### src/rtl/mvm_pkg.sv
// Shared types and default widths for the MVM command scheduler.
package mvm_pkg;

   localparam int MVM_VEC_ADDRW     = 8;
   localparam int MVM_MAT_ADDRW     = 9;
   localparam int MVM_VEC_SIZEW     = MVM_VEC_ADDRW + 1;
   localparam int MVM_MAT_SIZEW     = MVM_MAT_ADDRW + 1;
   localparam int MVM_TAG_W         = 4;
   localparam int MVM_FIFO_DEPTH    = 4;
   localparam int MVM_DRAIN_CYCLES  = 6;

   typedef struct packed {
      logic [MVM_VEC_ADDRW-1:0] vec_start_addr;
      logic [MVM_VEC_SIZEW-1:0] vec_num_words;
      logic [MVM_MAT_ADDRW-1:0] mat_start_addr;
      logic [MVM_MAT_SIZEW-1:0] mat_rows;
      logic [MVM_TAG_W-1:0]     tag;
   } mvm_cmd_t;

   typedef enum logic [2:0] {
      S_IDLE,
      S_ISSUE,
      S_WAIT_BUSY,
      S_RUN,
      S_DRAIN,
      S_DONE,
      S_REJECT
   } sched_state_e;

endpackage

### src/rtl/sync_fifo.sv
// Show-ahead synchronous FIFO over a generic payload type; rdata is the head entry.
module sync_fifo #(
   parameter type T     = logic [7:0],
   parameter int  DEPTH = 4
) (
   input  logic                     clk,
   input  logic                     rst,
   input  logic                     push,
   input  T                         wdata,
   input  logic                     pop,
   output T                         rdata,
   output logic                     full,
   output logic                     empty,
   output logic [$clog2(DEPTH):0]   count
);

   localparam int PTR_W = $clog2(DEPTH);
   localparam logic [PTR_W:0] DEPTH_CNT = (PTR_W+1)'(DEPTH);

   T                 mem [DEPTH];
   logic [PTR_W-1:0] wr_ptr;
   logic [PTR_W-1:0] rd_ptr;
   logic             do_push;
   logic             do_pop;

   assign full    = (count == DEPTH_CNT);
   assign empty   = (count == '0);
   assign do_push = push && !full;
   assign do_pop  = pop && !empty;
   assign rdata   = mem[rd_ptr];

   // NOTE: storage is deliberately left out of reset; only pointers and count
   // define validity, so clearing the array would just cost reset fan-out.
   always_ff @(posedge clk) begin
      if (do_push) mem[wr_ptr] <= wdata;
   end

   // NOTE: sequential state uses non-blocking assignments only, so every
   // register sees the pre-edge values of its neighbours.
   always_ff @(posedge clk) begin
      if (rst) begin
         wr_ptr <= '0;
         rd_ptr <= '0;
         count  <= '0;
      end else begin
         if (do_push) wr_ptr <= wr_ptr + 1'b1;
         if (do_pop)  rd_ptr <= rd_ptr + 1'b1;
         case ({do_push, do_pop})
            2'b10:   count <= count + 1'b1;
            2'b01:   count <= count - 1'b1;
            default: count <= count;
         endcase
      end
   end

endmodule

### src/rtl/mvm_cmd_sched.sv
// Queues host MVM commands and issues them one at a time to the control FSM,
// reporting each completion (or zero-length rejection) with its tag.
module mvm_cmd_sched
   import mvm_pkg::*;
#(
   parameter int VEC_ADDRW    = MVM_VEC_ADDRW,
   parameter int MAT_ADDRW    = MVM_MAT_ADDRW,
   parameter int VEC_SIZEW    = VEC_ADDRW + 1,
   parameter int MAT_SIZEW    = MAT_ADDRW + 1,
   parameter int TAG_W        = MVM_TAG_W,
   parameter int FIFO_DEPTH   = MVM_FIFO_DEPTH,
   parameter int DRAIN_CYCLES = MVM_DRAIN_CYCLES
) (
   input  logic                            clk,
   input  logic                            rst,
   input  logic                            cmd_valid,
   output logic                            cmd_ready,
   input  logic [VEC_ADDRW-1:0]            cmd_vec_start_addr,
   input  logic [VEC_SIZEW-1:0]            cmd_vec_num_words,
   input  logic [MAT_ADDRW-1:0]            cmd_mat_start_addr,
   input  logic [MAT_SIZEW-1:0]            cmd_mat_rows,
   input  logic [TAG_W-1:0]                cmd_tag,
   output logic                            start,
   output logic [VEC_ADDRW-1:0]            vec_start_addr,
   output logic [VEC_SIZEW-1:0]            vec_num_words,
   output logic [MAT_ADDRW-1:0]            mat_start_addr,
   output logic [MAT_SIZEW-1:0]            mat_num_rows_per_olane,
   input  logic                            ctrl_busy,
   output logic                            done_valid,
   output logic [TAG_W-1:0]                done_tag,
   output logic                            done_err,
   output logic [$clog2(FIFO_DEPTH):0]     pending,
   output logic                            idle
);

   localparam int CNT_W   = $clog2(FIFO_DEPTH) + 1;
   localparam int DRAIN_W = $clog2(DRAIN_CYCLES + 1);
   localparam logic [DRAIN_W-1:0] DRAIN_LOAD = DRAIN_W'(DRAIN_CYCLES - 1);

   // Local copy of the command layout so non-default widths still line up.
   typedef struct packed {
      logic [VEC_ADDRW-1:0] vec_start_addr;
      logic [VEC_SIZEW-1:0] vec_num_words;
      logic [MAT_ADDRW-1:0] mat_start_addr;
      logic [MAT_SIZEW-1:0] mat_rows;
      logic [TAG_W-1:0]     tag;
   } cmd_t;

   cmd_t               wr_cmd;
   cmd_t               head;
   logic               fifo_full;
   logic               fifo_empty;
   logic [CNT_W-1:0]   fifo_count;
   logic               push;
   logic               pop;
   logic               head_zero;
   sched_state_e       state;
   logic [DRAIN_W-1:0] drain_cnt;
   logic [TAG_W-1:0]   cur_tag;

   assign wr_cmd = '{vec_start_addr: cmd_vec_start_addr,
                     vec_num_words:  cmd_vec_num_words,
                     mat_start_addr: cmd_mat_start_addr,
                     mat_rows:       cmd_mat_rows,
                     tag:            cmd_tag};

   // Full means refuse, even if the FSM pops the head in the same cycle.
   assign cmd_ready = !fifo_full && !rst;
   assign push      = cmd_valid && cmd_ready;
   assign pop       = (state == S_IDLE) && !fifo_empty;
   assign head_zero = (head.vec_num_words == '0) || (head.mat_rows == '0);

   assign pending = fifo_count + CNT_W'(state != S_IDLE);
   assign idle    = fifo_empty && (state == S_IDLE);

   sync_fifo #(
      .T     (cmd_t),
      .DEPTH (FIFO_DEPTH)
   ) u_fifo (
      .clk   (clk),
      .rst   (rst),
      .push  (push),
      .wdata (wr_cmd),
      .pop   (pop),
      .rdata (head),
      .full  (fifo_full),
      .empty (fifo_empty),
      .count (fifo_count)
   );

   always_ff @(posedge clk) begin
      if (rst) begin
         state                  <= S_IDLE;
         drain_cnt              <= '0;
         cur_tag                <= '0;
         start                  <= 1'b0;
         vec_start_addr         <= '0;
         vec_num_words          <= '0;
         mat_start_addr         <= '0;
         mat_num_rows_per_olane <= '0;
         done_valid             <= 1'b0;
         done_tag               <= '0;
         done_err               <= 1'b0;
      end else begin
         start      <= 1'b0;
         done_valid <= 1'b0;
         unique case (state)
            S_IDLE: begin
               if (!fifo_empty) begin
                  cur_tag <= head.tag;
                  if (head_zero) begin
                     state      <= S_REJECT;
                     done_valid <= 1'b1;
                     done_tag   <= head.tag;
                     done_err   <= 1'b1;
                  end else begin
                     state                  <= S_ISSUE;
                     start                  <= 1'b1;
                     vec_start_addr         <= head.vec_start_addr;
                     vec_num_words          <= head.vec_num_words;
                     mat_start_addr         <= head.mat_start_addr;
                     mat_num_rows_per_olane <= head.mat_rows;
                  end
               end
            end
            S_ISSUE:     state <= S_WAIT_BUSY;
            S_WAIT_BUSY: if (ctrl_busy) state <= S_RUN;
            S_RUN: begin
               if (!ctrl_busy) begin
                  state     <= S_DRAIN;
                  drain_cnt <= DRAIN_LOAD;
               end
            end
            S_DRAIN: begin
               // Results are committed DRAIN_CYCLES after busy falls.
               if (drain_cnt == '0) begin
                  state      <= S_DONE;
                  done_valid <= 1'b1;
                  done_tag   <= cur_tag;
                  done_err   <= 1'b0;
               end else begin
                  drain_cnt <= drain_cnt - 1'b1;
               end
            end
            S_DONE, S_REJECT: state <= S_IDLE;
            default:          state <= S_IDLE;
         endcase
      end
   end

endmodule

### config.mk
export PLATFORM = sky130hd
export DESIGN_NAME = mvm_cmd_sched
export DESIGN_NICKNAME = d
export VERILOG_FILES = /design/src/rtl/mvm_pkg.sv /design/src/rtl/sync_fifo.sv /design/src/rtl/mvm_cmd_sched.sv
export SDC_FILE = /design/constraint.sdc
export NUM_CORES = 1
export LEC_CHECK = 0
export CAP_MARGIN = 20
export CORE_UTILIZATION = 53
export CTS_BUF_LIST = sky130_fd_sc_hd__clkbuf_8
export DETAILED_ROUTE_END_ITERATION = 8
export GPL_TIMING_DRIVEN = 0
export PLACE_DENSITY = 0.81
export SLEW_MARGIN = 0
export SYNTH_ARGS = -nofsm -noshare
export SYNTH_HDL_FRONTEND = slang
export SYNTH_SLANG_ARGS = --single-unit
### constraint.sdc
create_clock -name clk -period 2.74 [get_ports clk]
set_input_delay 0.685 -clock clk [delete_from_list [all_inputs] [get_ports clk]]
set_output_delay 0.685 -clock clk [all_outputs]
set_load 0.02 [all_outputs]
==> Word-level counts from Yosys, hierarchy flattened <==
Memory sizes are Yosys's and may differ from the RTL's. A register that Yosys moved wholly into a read port is not among the register bits.
Index checks and enable logic that the tools add are counted.
{ "op_classes": {"bitwise": 3, "mux": 27, "add_sub_neg": 6, "n_reduce_logical": 25, "eq_ne": 13} }
{ "ops": {"columns": ["op", "n"], "rows": [
  ["2-to-1 mux 3 bit", 7],
  ["case mux 3 bit (5 select lines)", 1],
  ["2-to-1 mux 4 bit", 3],
  ["!= test 2 bit (second input constant)", 6],
  ["case mux 3 bit (2 select lines)", 2],
  ["logical NOT 10 bit", 1],
  ["logical NOT 3 bit", 3],
  ["logical NOT 9 bit", 1],
  ["2-to-1 mux 1 bit", 9],
  ["case mux 4 bit (2 select lines)", 1],
  ["AND reduction 4 bit", 2],
  ["equality test 3 x 2 -> 1 bit (second input constant)", 2],
  ["equality test 3 bit (second input constant)", 2],
  ["logical AND 1 bit", 6],
  ["AND reduction 3 bit", 2],
  ["nonzero test 2 bit", 3],
  ["subtractor 3 x 1 -> 3 bit (second input constant)", 2],
  ["adder 2 x 1 -> 2 bit (second input constant)", 2],
  ["2-to-1 mux 2 bit", 2],
  ["case mux 1 bit (2 select lines)", 2],
  ["adder 3 x 1 -> 3 bit", 1],
  ["adder 3 x 1 -> 3 bit (second input constant)", 1],
  ["equality test 3 x 1 -> 1 bit (second input constant)", 1],
  ["logical NOT 1 bit", 3],
  ["7 further kinds", 9]
]} }
{ "totals": {"ramBits": 160, "regBits": 60, "input_bits": 44, "n_memories": 1} }
{ "mem_list": {"columns": ["name", "depth", "width", "read_ports", "rd_clocked_by_memory_dff", "wr", "line_no", "rtl"], "rows": [
  ["u_fifo.mem", 4, 40, 1, 1, 1, "sync_fifo.sv:20", "T mem [DEPTH];"]
]} }

==> Logic depth before layout (Yosys ltp) <==
{ "logic_depth": {"depth_word": 7, "ltp_mapped": 12} }

==> Modules after synthesis <==
From an unflattened synthesis, not the netlist that was laid out.
{ "hier_totals": {"cells_unflattened": 518, "area_unflattened_um2": 8883.5} }
{ "modules_own_cells": {"columns": ["mod", "instances", "cells_each", "seq_area_each_um2", "area_each_um2"], "rows": [
  ["sync_fifo", 1, 263, 4984.8, 6304.8],
  ["mvm_cmd_sched", 1, 255, 1061.0, 2578.7]
]} }

==> Worst setup path before layout <==
No wires, ideal clock.
{ "synth_path": {"kind": "input to register", "from": "in rst", "to": "mem u_fifo.mem[0][0] (netlist bit) (enable)", "slack_ns": -0.153, "t_arrival_ns": 2.492, "cell_stages": 3, "required_time_ns": 2.339, "cell_sequence": "clkbuf_1 > a31oi_1 > and3_1"} }
{ "synth_via": {"elab_chain_len": 6} }
{ "synth_rtl": {"columns": ["item", "line_no", "rtl"], "rows": [
  ["start: declaration", "mvm_cmd_sched.sv:15", "input logic rst,"],
  ["logical NOT 1 bit", "mvm_cmd_sched.sv:68", "assign cmd_ready = !fifo_full && !rst;"],
  ["logical AND 1 bit", "mvm_cmd_sched.sv:68", null],
  ["named net cmd_ready", "mvm_cmd_sched.sv:17", "output logic cmd_ready,"],
  ["logical AND 1 bit", "mvm_cmd_sched.sv:69", "assign push = cmd_valid && cmd_ready;"],
  ["logical AND 1 bit", "sync_fifo.sv:28", "assign do_push = push && !full;"],
  ["2-to-1 mux 1 bit", "sync_fifo.sv:35", "if (do_push) mem[wr_ptr] <= wdata;"],
  ["2-to-1 mux 1 bit (implied by the code)", "sync_fifo.sv:35", null],
  ["end: declaration", "sync_fifo.sv:20", null]
]} }
The timed path passes the listed nets, and every way through them passes these cells.

==> Worst setup path in the final report <==
{ "layout_path": {"from": "reg state[2]", "to": "out pending[1]"} }
{ "layout_via": {"elab_chain_len": 2} }
{ "layout_rtl": {"columns": ["item", "line_no", "rtl"], "rows": [
  ["start: declaration", "mvm_cmd_sched.sv:57", "sched_state_e state;"],
  ["start signal: assignment", "mvm_cmd_sched.sv:93", "state <= S_IDLE;"],
  ["start signal: assignment", "mvm_cmd_sched.sv:112", "state <= S_REJECT;"],
  ["start signal: assignment", "mvm_cmd_sched.sv:117", "state <= S_ISSUE;"],
  ["nonzero test 3 bit", "mvm_cmd_sched.sv:73", "assign pending = fifo_count + CNT_W'(state != S_IDLE);"],
  ["adder 3 x 1 -> 3 bit", "mvm_cmd_sched.sv:73", null],
  ["end: declaration", "mvm_cmd_sched.sv:32", "output logic [$clog2(FIFO_DEPTH):0] pending,"]
]} }
No other way between the ends.

==> results.json <==
{
  "fill_cells": 1059,
  "synth_fa_ha_area_frac": 0.0152,
  "num_rows": 46,
  "status": "completed",
  "io_pins": 92,
  "antenna_left": 0,
  "instances_no_fill": 906,
  "synth_edf_count": 160,
  "criticalPathCategory": "flop to output pin",
  "h-tree-depth": 2,
  "areaGrowthSynthToFinish_pct": 24.2,
  "grt_max_degree": 41,
  "crit_arrival_ns": 1.98,
  "layout-drive-gt1-share": 0.255,
  "end_kind": "output pin",
  "start_util": 0.547,
  "hp-class": "flop to flop",
  "ys_ff_latch": 222,
  "fp.dieW_um": 130,
  "cts_sinks": 222,
  "max-vdd-ir-drop_uv": 429,
  "period_needed_ns": 2.67,
  "syn_inst": 529,
  "core-area_mm2": 0.0159,
  "synth-simple-area-share": 0.0603,
  "synthArstFlopShare": 0,
  "num-nets-final": 715,
  "clk_latency_ns": 0.54,
  "antenna_found_initial": 0,
  "cts_buffers": 37,
  "fmax_mhz": 375,
  "slew_violations": 0,
  "final_cell_area_mm2": 0.0108,
  "seq_area_frac_synth": 0.693,
  "num_vias": 5404,
  "finalHoldViolations": 0,
  "synth_nets": 583,
  "first_global_vias": 5667,
  "crit_fanout": 6,
  "register_area_mm2": 0.00605,
  "clkTransAtPathRegs_ns": 0.06,
  "powerDensity_mw_per_mm2": 959,
  "routed_via_density": 5.96,
  "drc": 0,
  "startpoint_type": "flop",
  "grt_use_total": 0.239,
  "place_hpwl_mm": 12.7,
  "power_mw": 10.4,
  "cts_root_buf": "clkbuf_8",
  "io_buffers": 90,
  "synthMuxAreaShare": 0.109,
  "antenna_cells": 0,
  "max_cap_violations": 0,
  "slew_headroom": 0.511,
  "die_h_um": 130,
  "synthFlopType": "edfxtp_1",
  "dr.pass1.iters": 5,
  "finalClockSkew_ns": 0.0273,
  "setup_viol": 0,
  "p_leak_nw": 3.58,
  "fp.dieArea_mm2": 0.0170,
  "syn_area_per_cell_um2": 16.5,
  "dp_cells": 835,
  "multiInputGateArea_mm2": 0.00247,
  "cts_tree": "done",
  "synth_top_family_by_area": "multiplexers",
  "gp_congestion": 0.855,
  "required_ns": 2.06,
  "ys_types": 39,
  "synthXorXnorAreaFrac": 0.00603,
  "tightest_slew_ns": 0.734,
  "netlist_area_mm2": 0.00872,
  "wl_mm": 19.8,
  "wl_per_cell_um": 21.9,
  "grt_pass1_wl_mm": 29.9,
  "clk_path_buf_depth": 3,
  "period_share": 0.973,
  "drtIter0Drc": 427,
  "grt-ovfl-total": 0,
  "place_area_mm2": 0.00990,
  "synth-compound-area-share": 0.0851,
  "yosysWarnings": 0
}
-- synth_stat cells, types with 9 or more instances --
cell,count,area [µm²]
a21oi_1,17,85.1
a21oi_2,27,236
clkbuf_1,23,86.3
dfxtp_1,62,1240
edfxtp_1,160,4800
ha_1,9,113
inv_1,14,52.6
mux4_2,39,878
nand2_1,13,48.8
nand4_1,37,231
nor2_1,19,71.3
o31ai_1,37,278
-- per-layer routing --
layer,track usage,part of all wire,up-vias
met3,0.0504,0.066,53
met2,0.405,0.50,263
li1,-,-,2391
met5,0,0,-
met1,0.295,0.40,2697
met4,0.114,0.031,0
-- power by group --
part	total [mW]	internal, mW	switching (mW)
sequential	4.32	4.03	0.287
clock	2.94	1.65	1.29
combinational	3.13	1.35	1.79
total	10.4	7.03	3.36
-- critical path: stages (launching register included) --
cell             delay (ns)
dfxtp_4                0.36
or3_4                  0.41
ha_2                   0.18
ha_1                   0.26
clkdlybuf4s15_2        0.25
-- what timing repair did --
item                       CTS  global route
setup endpoints to repair   38            41
setup buffers                0             1
resized for setup           19            23
hold buffers                 0             0
pin swaps                    0             1
-- layout by cell type, fill, tap and decap left out, types with 2 or more instances in the layout --
cell type        count
dlygate4sd2_1        2
edfxtp_1           160
a21oi_2             28
nand4_1             37
a311oi_1             4
buf_12               4
a211oi_1             3
nand2_1             13
mux4_2              39
and3_2               4
xor2_1               4
clkbuf_2             5
ha_1                 7
dfxtp_1             60
clkinv_1             2
clkinv_2             2
ha_2                 2
o21ai_0              2
buf_4                6
nor2_1              19
a31oi_1              5
clkdlybuf4s50_1     85
nand3_1              3
clkbuf_8            52
nor4_4               3
o31ai_1             37
mux2_2               4
buf_2                7
buf_6                6
clkbuf_1            15
inv_1               25
xnor2_1              2
nor3_1               2
or3_1                3
a21oi_1             16
nand3_2              2
-- cells by family (layout without fill, tap and decap cells) --
kind of cell | after synthesis | count (layout)
compound gates | 100 | 100
xor+xnor | 6 | 6
fa+ha+maj | 10 | 10
buf+inv | 54 | 215
flops | 222 | 222
mux | 44 | 44
simple gates | 93 | 93
-- through the flow --
stage	hold WS (ns)	setup TNS, ns	setup slack, ns	utilization
after CTS	0.466	0	0.0000895	0.671
after global routing	0.480	-0.000209	-0.000209	0.679
after detailed placement	0.459	-10.39	-0.312	0.621
after global placement	0.440	-2.79	-0.205	0.621
final	0.466	0	0.0742	0.679
after floorplan	0.434	0	0.0592	-
-- flip-flops by register name, indices dropped and copies added (netlist names), 2 cells and up, named ones only --
name / count
mat_start_addr: 9
cur_tag: 4
u_fifo.wr_ptr: 2
u_fifo.count: 3
state: 3
drain_cnt: 3
u_fifo.rd_ptr: 2
vec_start_addr: 8
u_fifo.mem: 160
done_tag: 4
mat_num_rows_per_olane: 10
vec_num_words: 9
-- cell type report --
cell class	instances	share of cell area
Sequential cell	222	0.559
Multi-Input combinational cell	253	0.228
Timing Repair Buffer	95	0.0912
Clock buffer	51	0.0648
Tap cell	216	0.0250
Buffer	38	0.0210
Clock inverter	17	0.00647
Inverter	14	0.00485
-- path summary, 6_finish.rpt --
check,startpoint,endpoint,slack [ns],cells past startpoint
setup / recovery,state[2]$_SDFFE_PP0P_,pending[1],0.07,4
hold / removal,cur_tag[0]$_SDFFE_PP0P_,cur_tag[0]$_SDFFE_PP0P_,0.47,2
setup reg to reg,flop,mat_start_addr[8]$_SDFFE_PP0P_,0.11,8
hold reg to reg,cur_tag[0]$_SDFFE_PP0P_,cur_tag[0]$_SDFFE_PP0P_,0.47,2
Note: power is estimated with default switching activity, not from simulation.
==> RTL change 1: new RTL, same settings <==
Make the reset (`rst`) asynchronous in 2 clocked blocks.
--- a/src/rtl/sync_fifo.sv
+++ b/src/rtl/sync_fifo.sv
@@ -37,7 +37,7 @@
 
    // NOTE: sequential state uses non-blocking assignments only, so every
    // register sees the pre-edge values of its neighbours.
-   always_ff @(posedge clk) begin
+   always_ff @(posedge clk or posedge rst) begin
       if (rst) begin
          wr_ptr <= '0;
          rd_ptr <= '0;
--- a/src/rtl/mvm_cmd_sched.sv
+++ b/src/rtl/mvm_cmd_sched.sv
@@ -88,7 +88,7 @@
       .count (fifo_count)
    );
 
-   always_ff @(posedge clk) begin
+   always_ff @(posedge clk or posedge rst) begin
       if (rst) begin
          state                  <= S_IDLE;
          drain_cnt              <= '0;
Check against the original RTL: differs if rst is asserted again (counterexample within 4 cycles, from zero or initial values and one cycle with rst high); with rst held inactive, the same outputs for 4 cycles.
==> RTL change 1 against the unedited design <==
The run now ends with negative setup slack left. Sequential cell count shrank 2. Routed wire length shrank 16%. Setup slack lost 0.17 ns. Via count shrank 19%. Worst hold slack gained 0.0024 ns. Power grew 18%. Non-clock buffer count grew 6. Final area grew 0.40%. Synthesized cell count shrank 22%. Area after synthesis shrank 3.7%. Combinational power grew 63%. Count of clock-buffer cells in the layout shrank 12.
==> RTL change 1: results <==
[status]
status = complete, but fails checks
violations = negative setup slack

[global_route]
grtUsageTotal_pct = 20.5
gr-usage-met3_pct = 4.13
grtUsageMet1_pct = 25.4
grt_use_met2_pct = 35.5
grt_pass1_wl_mm = 24.6
antenna_found_initial = 0
grt_max_degree = 33
grt_pass1_vias = 4548

[finish]
drive_gt1_share_pct = 32.8
fillerInstances = 962
nNetsFinal = 626

[clock_network]
h-tree-depth = 2
insertion_delay_ns = 0.52
numCtsBuffers = 36
path_clk_slew_ns = 0.06
cts_buffer_depth = 3

[yosys]
yosysSeqAreaShare_pct = 75.1
synthTopCellsByArea = edfxtp_1, dfrtp_1, mux4_2
synth_edf_count = 160
netlist_top_cells_count = edfxtp_1, dfrtp_1, mux4_2, mux2_1, nand2_1
yosys.cell_types.count = 41
synth_async_sr_flop_share_pct = 27.3
synth_nets = 464

[power]
max-vdd-ir-drop_uv = 601
p_leak_nw = 4.14
swShare_pct = 31.2

[setup_path]
cp_max_fo = 8
rr_startpoint = u_fifo.rd_ptr[0]
crit_family = multiplexers
cp.arrival_ns = 3.22
cp_slowest_cell = mux4_2
worst-setup-path-type = reg2reg
reg2reg_depth = 11
max_stage_delay_ns = 0.55

[place]
dp_hpwl_mm = 9.82
globalplace.congestion = 0.721
port-buffer-count = 91

[detailed_routing]
avgRoutedWirePerCell_um = 20.6
drtPass1Iterations = 4
drtIter0Drc = 295
vias_per_cell = 5.39

[min_path]
holdPathStages = 1
min_from = state[2]

[timing]
slew_headroom_pct = 54.5
setup-tns-final_ns = -2.01
clock_skew_ns = 0.0224
setup_viol = 36
setup_ws_ns = -0.0926
[RTL change 1: what timing repair did]
| item | CTS | global route |
|---|---|---|
| pin swaps | 3 | 5 |
| resized for setup | 43 | 44 |
| gates cloned | 0 | 4 |
| endpoints found under the setup margin | 53 | 41 |
| setup buffers | 7 | 19 |
[RTL change 1: power by group through the flow]
stage / Sequential [mW] / Clock (mW) / Combinational [mW]
after floorplan: 5.01 / 0 / 2.18
after global placement: 4.69 / 0 / 3.80
after detailed placement: 4.71 / 0 / 3.98
after CTS: 4.66 / 2.56 / 4.24
after global routing: 4.74 / 2.71 / 5.43
final: 4.68 / 2.50 / 5.09
[RTL change 1: logic make-up after synthesis]
logic type	after synthesis	synth area share (%)
simple gates	47	2.71
xor+xnor	7	0.731
mux	86	16.9
buf+inv	28	1.77
flops	220	75.1
fa+ha+maj	10	1.58
compound gates	12	1.18
[RTL change 1: area by class of cell]
class	instances	area share [%]
flip-flops and latches	220	58.0
multi-input cells	162	19.7
repair buffers	126	12.0
clock buffers	39	4.94
well taps	211	2.43
plain buffers	13	1.55
clock inverters	24	0.875
inverters	13	0.449
[RTL change 1: path summary, 6_finish.rpt]
| kind | to | slack [ns] |
|---|---|---|
| max | mat_start_addr[8] | -0.09 |
| min | state[1] | 0.47 |
| max reg2reg | mat_start_addr[8] | -0.09 |
| min reg2reg | state[1] | 0.47 |
| max in group asynchronous | u_fifo.rd_ptr[1] | 1.43 |
| min in group asynchronous | vec_num_words[8] | 0.65 |
[RTL change 1: stage by stage]
step                      instances  setup slack [ns]  utilization [%]  area, um2
after global routing            808            -0.156             71.0      10900
after global placement          712            -0.957             62.5       9570
after detailed placement        717            -0.732             63.2       9670
final                           808           -0.0926             71.0      10900
after CTS                       786           -0.0122             68.4      10500
after floorplan                 410            0.0253                -       8390
[RTL change 1: routing by layer]
metal  vias to the layer above  part of all wire [%]  routed length, um
li1                       1957                     -                  -
met1                      2254                    40               6710
met2                       121                    53               8820
met3                        25                   4.6                771
met4                         0                   1.8                306
met5                         -                     0                  0
==> RTL change 2: new RTL, same settings <==
Without the edit above. Set the package constant `MVM_VEC_ADDRW` to 9 (it was 8).
--- a/src/rtl/mvm_pkg.sv
+++ b/src/rtl/mvm_pkg.sv
@@ -1,7 +1,7 @@
 // Shared types and default widths for the MVM command scheduler.
 package mvm_pkg;
 
-   localparam int MVM_VEC_ADDRW     = 8;
+   localparam int MVM_VEC_ADDRW     = 9;
    localparam int MVM_MAT_ADDRW     = 9;
    localparam int MVM_VEC_SIZEW     = MVM_VEC_ADDRW + 1;
    localparam int MVM_MAT_SIZEW     = MVM_MAT_ADDRW + 1;
Ports: changed (resized cmd_vec_num_words, cmd_vec_start_addr, vec_num_words and vec_start_addr); port bits go from 92 to 96. The function was not compared with the original's and may differ.
==> RTL change 2 against the unedited design <==
Routed wire length is 3.9% higher. Final area is 5.5% higher. Power increased by 7.2%. Global-route usage hardly changed. Area after synthesis grew 6.4%. Setup slack worse by 0.014 ns. Count of clock-buffer cells in the layout shrank 6. Sequential cell count increased by 10. Critical path type unchanged. Largest cell class unchanged. Highest routed layer unchanged.
==> RTL change 2: results <==
[global_route]
grt_pass1_vias = 5842
grtUsageTotal_pct = 23.9
antenna_found_initial = 0
grt_max_degree = 24
gr-usage-met3_pct = 5.63
grt_pass1_wl_mm = 32.2
grtUsageMet1_pct = 31.8
grt_use_met2_pct = 38.1

[detailed_routing]
wl_met2_mm = 10.1
drtIter0Drc = 456
wl_met1_mm = 8.35
vias_per_cell = 5.95
wl_met3_mm = 1.55
routed_wl_mm = 20.6

[yosys]
synth_fa_ha_area_share_pct = 1.43
synth_edf_count = 168
netlist_top_cells_count = edfxtp_1, dfxtp_1, a21oi_2, mux4_2, nand4_1
synthTopCellsByArea = edfxtp_1, dfxtp_1, mux4_2
yosys.cell_types.count = 44
synth_nets = 609
synth_xor_area_share_pct = 0.567
muxShareOfSynthArea_pct = 10.6
avgSynthCellArea_um2 = 16.8
yosysSeqAreaShare_pct = 68.2
synth_compound_area_share_pct = 9.63

[status]
status = finished clean

[timing]
setup_ws_ns = 0.0604
clock_skew_ns = 0.0149
slew_headroom_pct = 42.9

[place]
dp_slack_ns = -0.317
dp_hpwl_mm = 13.9
place_area_mm2 = 0.0106
dp_cells = 876
globalplace.congestion = 0.882
port-buffer-count = 94

[power]
max-vdd-ir-drop_uv = 642
p_clk_mw = 3.07
p_comb_share_pct = 32.1
p_leak_nw = 3.77
clockPowerShare_pct = 27.6

[finish]
top_regs = u_fifo.mem (168), mat_num_rows_per_olane (10), vec_num_words (10)
nNetsFinal = 748
final_cells = 947
drive_gt1_share_pct = 28.4
fillerInstances = 1169

[setup_path]
cp_max_fo = 3
reg2reg_depth = 12
r2r_setup_slack_ns = 0.07
cp-startpoint = state[0]

[clock_network]
numCtsBuffers = 38
cts_resized = 18

[min_path]
hold_end = cur_tag[3]
min_from = cur_tag[3]
RTL change 2: cell count changes after synthesis, moves of 7 or more:
cell | unedited run | this run
a21oi_2 | 27 | 43
o31ai_2 | 0 | 13
a21oi_1 | 17 | 6
o31ai_1 | 37 | 26
clkbuf_1 | 23 | 14
edfxtp_1 | 160 | 168
buf_2 | 6 | 13
RTL change 2: critical path, cell delays in order (launching register included):
cell	delay, ns
dfxtp_1	0.32
or3_4	0.42
ha_1	0.20
ha_1	0.27
clkdlybuf4s15_2	0.25
RTL change 2: area by class of cell:
| type | instances | area (um2) | area share, % |
|---|---|---|---|
| tap | 225 | 282 | 2.46 |
| clock inverter | 25 | 165 | 1.45 |
| inverter | 14 | 52.6 | 0.460 |
| clock buffer | 45 | 619 | 5.42 |
| sequential | 232 | 6330 | 55.4 |
| buffer | 45 | 300 | 2.63 |
| multi-input combinational | 262 | 2650 | 23.2 |
| timing repair buffer | 99 | 1020 | 8.97 |
